--- config.mk ---
export PLATFORM = sky130hd
export DESIGN_NAME = alu_flag_unit_flat
export DESIGN_NICKNAME = d
export VERILOG_FILES = /design/src/rtl/alu_flag_if.sv /design/src/rtl/alu_flag_unit.sv /design/src/flat_wrapper.sv
export SDC_FILE = /design/constraint.sdc
export NUM_CORES = 1
export LEC_CHECK = 0
export CORE_UTILIZATION = 55
export CTS_CLUSTER_DIAMETER = 50
export DETAILED_ROUTE_END_ITERATION = 6
export PLACE_DENSITY_LB_ADDON = 0.3
export SYNTH_ARGS = -nofsm -noshare
export SYNTH_HDL_FRONTEND = slang
export SYNTH_SLANG_ARGS = --single-unit
export TNS_END_PERCENT = 20
--- constraint.sdc ---
create_clock -name clk -period 4 [get_ports clk]
set_input_delay 0.8 -clock clk [delete_from_list [all_inputs] [get_ports clk]]
set_output_delay 0.8 -clock clk [all_outputs]
set_load 0.1 [all_outputs]
--- src/rtl/alu_flag_if.sv ---
// alu_flag_if: request/response bundle between the execute stage (master) and alu_flag_unit (slave); i_* are requests, o_* are results and flags
interface alu_flag_if #(parameter int WIDTH = 16);
  logic             i_start;
  logic [3:0]       i_op;
  logic [WIDTH-1:0] i_a;
  logic [WIDTH-1:0] i_b;
  logic             o_busy;
  logic             o_done;
  logic [WIDTH-1:0] o_result;
  logic             o_result_we;
  logic             o_flag_we;
  logic             o_flag_f;
  logic             o_flag_l;
  logic             o_flag_n;
  logic             o_flag_z;
  modport master (output i_start, i_op, i_a, i_b,
                  input  o_busy, o_done, o_result, o_result_we, o_flag_we, o_flag_f, o_flag_l, o_flag_n, o_flag_z);
  modport slave  (input  i_start, i_op, i_a, i_b,
                  output o_busy, o_done, o_result, o_result_we, o_flag_we, o_flag_f, o_flag_l, o_flag_n, o_flag_z);
endinterface

--- src/rtl/alu_flag_unit.sv ---
// alu_flag_unit: 16-bit ALU with F/L/N/Z flags and write enables; ports clk, reset (sync, active-high), bus (alu_flag_if.slave)
module alu_flag_unit #(parameter int WIDTH = 16) (
  input logic       clk,
  input logic       reset,
  alu_flag_if.slave bus
);
  localparam logic [1:0] S_IDLE = 2'd0, S_SHIFT = 2'd1, S_MUL = 2'd2;
  localparam logic [3:0] OP_ADD = 4'd0, OP_SUB = 4'd1, OP_CMP = 4'd2, OP_AND = 4'd3,
                         OP_OR = 4'd4, OP_XOR = 4'd5, OP_LSH = 4'd6, OP_MUL = 4'd7;
  logic [1:0]         r_state;
  logic [3:0]         r_cnt;
  logic [WIDTH-1:0]   r_a, r_b, r_result;
  logic [2*WIDTH-1:0] r_acc;
  logic               r_done, r_rwe, r_fwe, r_f, r_l, r_n, r_z;
  logic [WIDTH:0]     w_sum, w_diff, w_madd;
  logic [2*WIDTH-1:0] w_acc;
  logic [WIDTH-1:0]   w_shl, w_res;
  logic               w_ovf_add, w_ovf_sub, w_iter, w_cmp, w_fin;
  logic               w_f, w_l, w_n, w_z, w_rwe, w_fwe;
  assign w_sum     = {1'b0, bus.i_a} + {1'b0, bus.i_b};
  assign w_diff    = {1'b0, bus.i_a} - {1'b0, bus.i_b};
  assign w_ovf_add = (bus.i_a[WIDTH-1] == bus.i_b[WIDTH-1]) && (w_sum[WIDTH-1] != bus.i_a[WIDTH-1]);
  assign w_ovf_sub = (bus.i_a[WIDTH-1] != bus.i_b[WIDTH-1]) && (w_diff[WIDTH-1] != bus.i_a[WIDTH-1]);
  assign w_iter    = bus.i_op == OP_MUL || (bus.i_op == OP_LSH && bus.i_b[3:0] != 4'd0);
  assign w_cmp     = r_state == S_IDLE && bus.i_op == OP_CMP;
  // Right-shifting shift-add: the upper half accumulates, the finished low bits walk down.
  assign w_madd    = {1'b0, r_acc[2*WIDTH-1:WIDTH]} + {1'b0, {WIDTH{r_b[0]}} & r_a};
  assign w_acc     = {w_madd, r_acc[WIDTH-1:1]};
  assign w_shl     = {r_a[WIDTH-2:0], 1'b0};
  always_comb begin
    w_res = r_result;
    w_f   = 1'b0;
    w_l   = 1'b0;
    w_rwe = 1'b1;
    w_fwe = 1'b1;
    w_fin = 1'b0;
    if (r_state == S_SHIFT) begin
      w_fin = r_cnt == 4'd1;
      w_res = w_shl;
      w_l   = r_a[WIDTH-1];
    end else if (r_state == S_MUL) begin
      w_fin = r_cnt == 4'd15;
      w_res = w_acc[WIDTH-1:0];
      w_f   = |w_acc[2*WIDTH-1:WIDTH];
    end else begin
      w_fin = bus.i_start && !w_iter;
      case (bus.i_op)
        OP_ADD: begin w_res = w_sum[WIDTH-1:0]; w_l = w_sum[WIDTH]; w_f = w_ovf_add; end
        OP_SUB: begin w_res = w_diff[WIDTH-1:0]; w_l = w_diff[WIDTH]; w_f = w_ovf_sub; end
        OP_CMP: begin w_l = w_diff[WIDTH]; w_f = w_ovf_sub; w_rwe = 1'b0; end
        OP_AND: w_res = bus.i_a & bus.i_b;
        OP_OR:  w_res = bus.i_a | bus.i_b;
        OP_XOR: w_res = bus.i_a ^ bus.i_b;
        OP_LSH: w_res = bus.i_a;
        default: begin w_res = '0; w_rwe = 1'b0; w_fwe = 1'b0; end
      endcase
    end
    // CMP reports signed less-than and equality rather than properties of a-b.
    w_n = w_cmp ? w_diff[WIDTH-1] ^ w_ovf_sub : w_res[WIDTH-1];
    w_z = w_cmp ? bus.i_a == bus.i_b : ~|w_res;
  end
  always_ff @(posedge clk) begin
    if (reset) begin
      r_state  <= S_IDLE;
      r_cnt    <= '0;
      r_a      <= '0;
      r_b      <= '0;
      r_acc    <= '0;
      r_result <= '0;
      r_done   <= 1'b0;
      r_rwe    <= 1'b0;
      r_fwe    <= 1'b0;
      {r_f, r_l, r_n, r_z} <= 4'b0;
    end else begin
      r_done <= w_fin;
      r_rwe  <= w_fin && w_rwe;
      r_fwe  <= w_fin && w_fwe;
      if (w_fin) r_result <= w_res;
      if (w_fin && w_fwe) {r_f, r_l, r_n, r_z} <= {w_f, w_l, w_n, w_z};
      if (r_state == S_IDLE) begin
        if (bus.i_start && w_iter) begin
          r_a     <= bus.i_a;
          r_b     <= bus.i_b;
          r_acc   <= '0;
          r_cnt   <= bus.i_op == OP_MUL ? 4'd0 : bus.i_b[3:0];
          r_state <= bus.i_op == OP_MUL ? S_MUL : S_SHIFT;
        end
      end else begin
        r_cnt <= r_state == S_SHIFT ? r_cnt - 4'd1 : r_cnt + 4'd1;
        r_a   <= r_state == S_SHIFT ? w_shl : r_a;
        r_acc <= w_acc;
        r_b   <= r_b >> 1;
        if (w_fin) r_state <= S_IDLE;
      end
    end
  end
  assign bus.o_busy      = r_state != S_IDLE;
  assign bus.o_done      = r_done;
  assign bus.o_result    = r_result;
  assign bus.o_result_we = r_rwe;
  assign bus.o_flag_we   = r_fwe;
  assign bus.o_flag_f    = r_f;
  assign bus.o_flag_l    = r_l;
  assign bus.o_flag_n    = r_n;
  assign bus.o_flag_z    = r_z;
endmodule
--- src/flat_wrapper.sv ---
// flat-port wrapper written by rule: the top's interface ports become plain ports
module alu_flag_unit_flat 
#(parameter int WIDTH = 16)
  (clk, reset, bus_i_start, bus_i_op, bus_i_a, bus_i_b, bus_o_busy, bus_o_done, bus_o_result, bus_o_result_we, bus_o_flag_we, bus_o_flag_f, bus_o_flag_l, bus_o_flag_n, bus_o_flag_z);
  alu_flag_if #(.WIDTH(WIDTH)) bus_i ();
  input logic clk;
  input logic reset;
  input wire logic [$bits(bus_i.i_start)-1:0] bus_i_start;
  input wire logic [$bits(bus_i.i_op)-1:0] bus_i_op;
  input wire logic [$bits(bus_i.i_a)-1:0] bus_i_a;
  input wire logic [$bits(bus_i.i_b)-1:0] bus_i_b;
  output wire logic [$bits(bus_i.o_busy)-1:0] bus_o_busy;
  output wire logic [$bits(bus_i.o_done)-1:0] bus_o_done;
  output wire logic [$bits(bus_i.o_result)-1:0] bus_o_result;
  output wire logic [$bits(bus_i.o_result_we)-1:0] bus_o_result_we;
  output wire logic [$bits(bus_i.o_flag_we)-1:0] bus_o_flag_we;
  output wire logic [$bits(bus_i.o_flag_f)-1:0] bus_o_flag_f;
  output wire logic [$bits(bus_i.o_flag_l)-1:0] bus_o_flag_l;
  output wire logic [$bits(bus_i.o_flag_n)-1:0] bus_o_flag_n;
  output wire logic [$bits(bus_i.o_flag_z)-1:0] bus_o_flag_z;
  assign bus_i.i_start = bus_i_start;
  assign bus_i.i_op = bus_i_op;
  assign bus_i.i_a = bus_i_a;
  assign bus_i.i_b = bus_i_b;
  assign bus_o_busy = bus_i.o_busy;
  assign bus_o_done = bus_i.o_done;
  assign bus_o_result = bus_i.o_result;
  assign bus_o_result_we = bus_i.o_result_we;
  assign bus_o_flag_we = bus_i.o_flag_we;
  assign bus_o_flag_f = bus_i.o_flag_f;
  assign bus_o_flag_l = bus_i.o_flag_l;
  assign bus_o_flag_n = bus_i.o_flag_n;
  assign bus_o_flag_z = bus_i.o_flag_z;
  alu_flag_unit #(.WIDTH(WIDTH)) u_core (.clk(clk), .reset(reset), .bus(bus_i));
endmodule
==> run metrics <==
internal power=1.849 mW; crit path cell chain=buf_8 -> inv_6 -> ha_4 -> or2_4 -> a211oi_4 -> o21ai_2 -> a211oi_2 -> o21bai_1 -> a21oi_1 -> nor2_1 -> o21bai_1 -> fa_1 -> a222oi_1 -> nand3_1 -> a21oi_2 -> nor2_2 -> nand4b_1 -> o31ai_2; area delta synth->final=28.81%; drt pass-1 iters=7; max frequency=258.5 MHz; # setup viols final=0; CP max stage cell=fa_1; detailed placer's ending HPWL=22280 um; floorplan row count=44; Final Hold Fails=0; fraction of final layout cells sized beyond drive strength 1=0.2174; gr ovfl total=0; GP Congestion=1.007; Max Buffers Root-to-Sink=2; Slew headroom=0.3245; Min Clock Period, post-route=3869 ps; flop2flop setup slack=410 ps; Worst path most repeated cell=o21bai_1; fin nets=1384; CTS root buf=clkbuf_16; Die Y=124.2 um; Synth Area per Inst=7.428 um2; Vias/cell=6.585; worst slew pin tran=1010 ps; R2R depth=11; Data arrival, critical path=4150 ps; VDD IR-drop max=0.2026 mV; Synthesis Warnings=0; input/output buffers=62; TritonCTS buffer count=9; Core Footprint=14530 um2; Final Power=2.862 mW; Initial Utilization=0.5653; Sw Share=0.3540; Pins Over Slew Limit=0; register clock-pin slew on the reported worst setup and hold paths=70 ps; Top delay family on crit path=compound AO/OA/AOI/OAI gates; via count=9601; P_leak=4.402 nW; power density over the cells=270.4 nW/um2; worst hold stages=2; Iteration-0 DRC Markers=1274; antenna-violating nets left=0; sequential share of the synthesized area=0.2242; n_diodes=0; num ports=63; Non-Filler Instances=1458; Req. time, crit path=4280 ps; reg-to-reg startpoint=u_core.r_b[0]$_SDFFE_PP0P_; first-pass GRT wire length=48620 um; Async SR Flop Fraction=0; Distinct cells, synth=98; Crit. End Element=flop; status=finished with violations; fin crit share=0.9672; routed length per instance=21.14 um; Comb power frac=0.339; RSZ-0062 raised after global routing=true; Core Util, Final=0.7281; Post-Synthesis Cell Area=8215 um2; worst-skew pair later-pin latency=360 ps; Buf/Inv on CP=2; Post-route DRC=5; die width=124.2 um; Hold Buf Count CTS=0; Top FF cell, synth=dfxtp_1; max-cap viol count=0; CTS tree=built; Synthesized Nets=1220; biggest cell delay along the critical path=450 ps; failing checks=DRC; Max Fanout on Critical Path=3; Clock Sinks=92; GRT Util Overall=0.3928; R2R Path End=u_core.bus.o_flag_f$_SDFFE_PP0P_; EDFF count, synth=0; clock share of power=0.317; Placed Cells=1422; Reg power frac=0.344; Worst Hold Class=flop to flop; WHS=475.6 ps; synthesized flop and latch total=92; CTS H-tree lvls=3; area of the die=15430 um2; initial antenna violation count=0; post-synthesis cell count=1106; clock skew=5.707 ps; hold worst-path end=u_core.r_acc[18]$_SDFFE_PP0P_; number of global-route vias before repair=9060; CP Launch Type=primary input; hold path start=u_core.r_acc[18]$_SDFFE_PP0P_; worst setup path class=primary input to flop; largest net degree at the start of global routing=81; Routed WL=30820 um; Switch Pwr=1.013 mW
[worst max-delay path by stage]
stage / from / to / slack, ps / depth (start not counted)
3_3_place_gp: bus_i_b[1] / u_core.bus.o_flag_z$_SDFFE_PP0P_ / -710 / 18
6_report: bus_i_b[1] / u_core.bus.o_flag_z$_SDFFE_PP0P_ / 130 / 18
2_1_floorplan: bus_i_b[1] / u_core.bus.o_flag_z$_SDFFE_PP0P_ / 70 / 17
3_5_place_dp: bus_i_b[1] / u_core.bus.o_flag_z$_SDFFE_PP0P_ / -760 / 18
4_1_cts: bus_i_a[1] / u_core.bus.o_flag_z$_SDFFE_PP0P_ / 10 / 18
5_1_grt: bus_i_b[6] / u_core.bus.o_flag_z$_SDFFE_PP0P_ / -150 / 19
[tightest hold or removal path: stages, from the launching register on]
cell,delay [ps]
dfxtp_1,320
nand3_1,60
a21oi_1,50
[kinds of logic after synthesis]
family / synth area share
AO/OA/AOI/OAI: 0.3048
XOR/XNOR: 0.01812
adder cells (fa/ha/maj): 0.1179
buffers and inverters: 0.07052
flip-flops: 0.2242
multiplexers: 0.01157
AND/OR/NAND/NOR: 0.2530
[power groups by stage]
stage          registers (mW)  clock network (mW)  logic, mW
2_1_floorplan            1.08                   0      0.436
3_3_place_gp             1.00                   0      0.867
3_5_place_dp             1.00                   0      0.871
4_1_cts                 0.983               0.904      0.922
5_1_grt                 0.988               0.936       1.03
6_report                0.985               0.906      0.970
[cells in the mapped netlist (all sizes together) (7+ instances only)]
master,instances,area [um2]
o21bai,8,60.06
buf,31,181.4
a2111oi,7,86.33
nor4,11,81.32
and2,18,112.6
a211oi,28,215.2
o21a,8,60.06
a21oi,115,579.3
inv,57,214.0
xnor2,11,96.34
nand2b,7,51.30
ha,71,888.4
nand2,106,397.9
clkbuf,49,183.9
a22oi,14,105.1
o22ai,8,50.05
o21ai,42,210.2
a311oi,20,175.2
nor3,29,150.1
nand3,46,230.2
nor2b,18,120.1
nor2,124,473.0
a22o,9,78.83
and3,7,43.79
dfxtp,92,1842
o31ai,8,65.06
a221oi,10,87.58
o211ai,13,102.6
a21o,10,75.07
a31oi,13,81.33
[metrics by stage]
step	setup WS [ps]	area, um2	TNS [ps]
2_1_floorplan	68.54	8215	0
3_3_place_gp	-709.9	9888	-2519
3_5_place_dp	-760.4	9888	-2658
4_1_cts	11.84	10470	0
5_1_grt	-153.6	10580	-252.0
6_report	131.3	10580	0
[state kept, by name, indices dropped and copies added (netlist names)]
name / flops
u_core.bus.o_done: 1
u_core.bus.o_flag_f: 1
u_core.bus.o_flag_l: 1
u_core.bus.o_flag_n: 1
u_core.bus.o_flag_we: 1
u_core.bus.o_flag_z: 1
u_core.bus.o_result: 16
u_core.bus.o_result_we: 1
u_core.r_a: 16
u_core.r_acc: 31
u_core.r_b: 16
u_core.r_cnt: 4
u_core.r_state: 2
[placed cells by master (no fill, tap or decap), types with 6 or more instances in the layout]
cell               n
a211oi_1          25
a21o_1            10
a21oi_1          111
a221oi_1          10
a22o_1             9
a22oi_1           13
a311oi_1          20
a31oi_1           13
and2_1            18
and3_1             7
buf_4            167
clkbuf_16          9
clkdlybuf4s50_1   39
dfxtp_1           92
dlygate4sd2_1      7
ha_1              56
ha_4              11
inv_1             36
inv_2             19
nand2_1          105
nand3_1           46
nor2_1           118
nor2b_1           14
nor3_1            28
nor4_1             9
o211ai_1          12
o21a_1             8
o21ai_0           32
o21ai_1            9
o21bai_1           8
o22ai_1            8
o31ai_1            7
xnor2_1           11
xor2_1             6
[final cells by class]
cell class,instances,area (um2)
flip-flops and latches,92,1842
inverters,57,221.5
multi-input cells,877,6043
clock buffers,10,239.0
repair buffers,233,1947
clock inverters,5,60.06
well taps,184,230.2
fillers,1199,3951
[per-layer routing]
metal	vias to the layer above	wire length, um	share of wire	global-route usage
met3	116	3023	0.098	0.06638
met4	0	1366	0.044	0.1687
met1	4481	12780	0.41	0.5312
met5	-	0	0	0
met2	612	13650	0.44	0.6126
li1	4392	-	-	-
[repair_timing]
item	in CTS	in global routing
setup buffers	16	5
pin swaps	23	20
setup endpoints to repair	4	4
gates resized for setup	55	49
No activity file was read; power rests on OpenSTA's default activity.
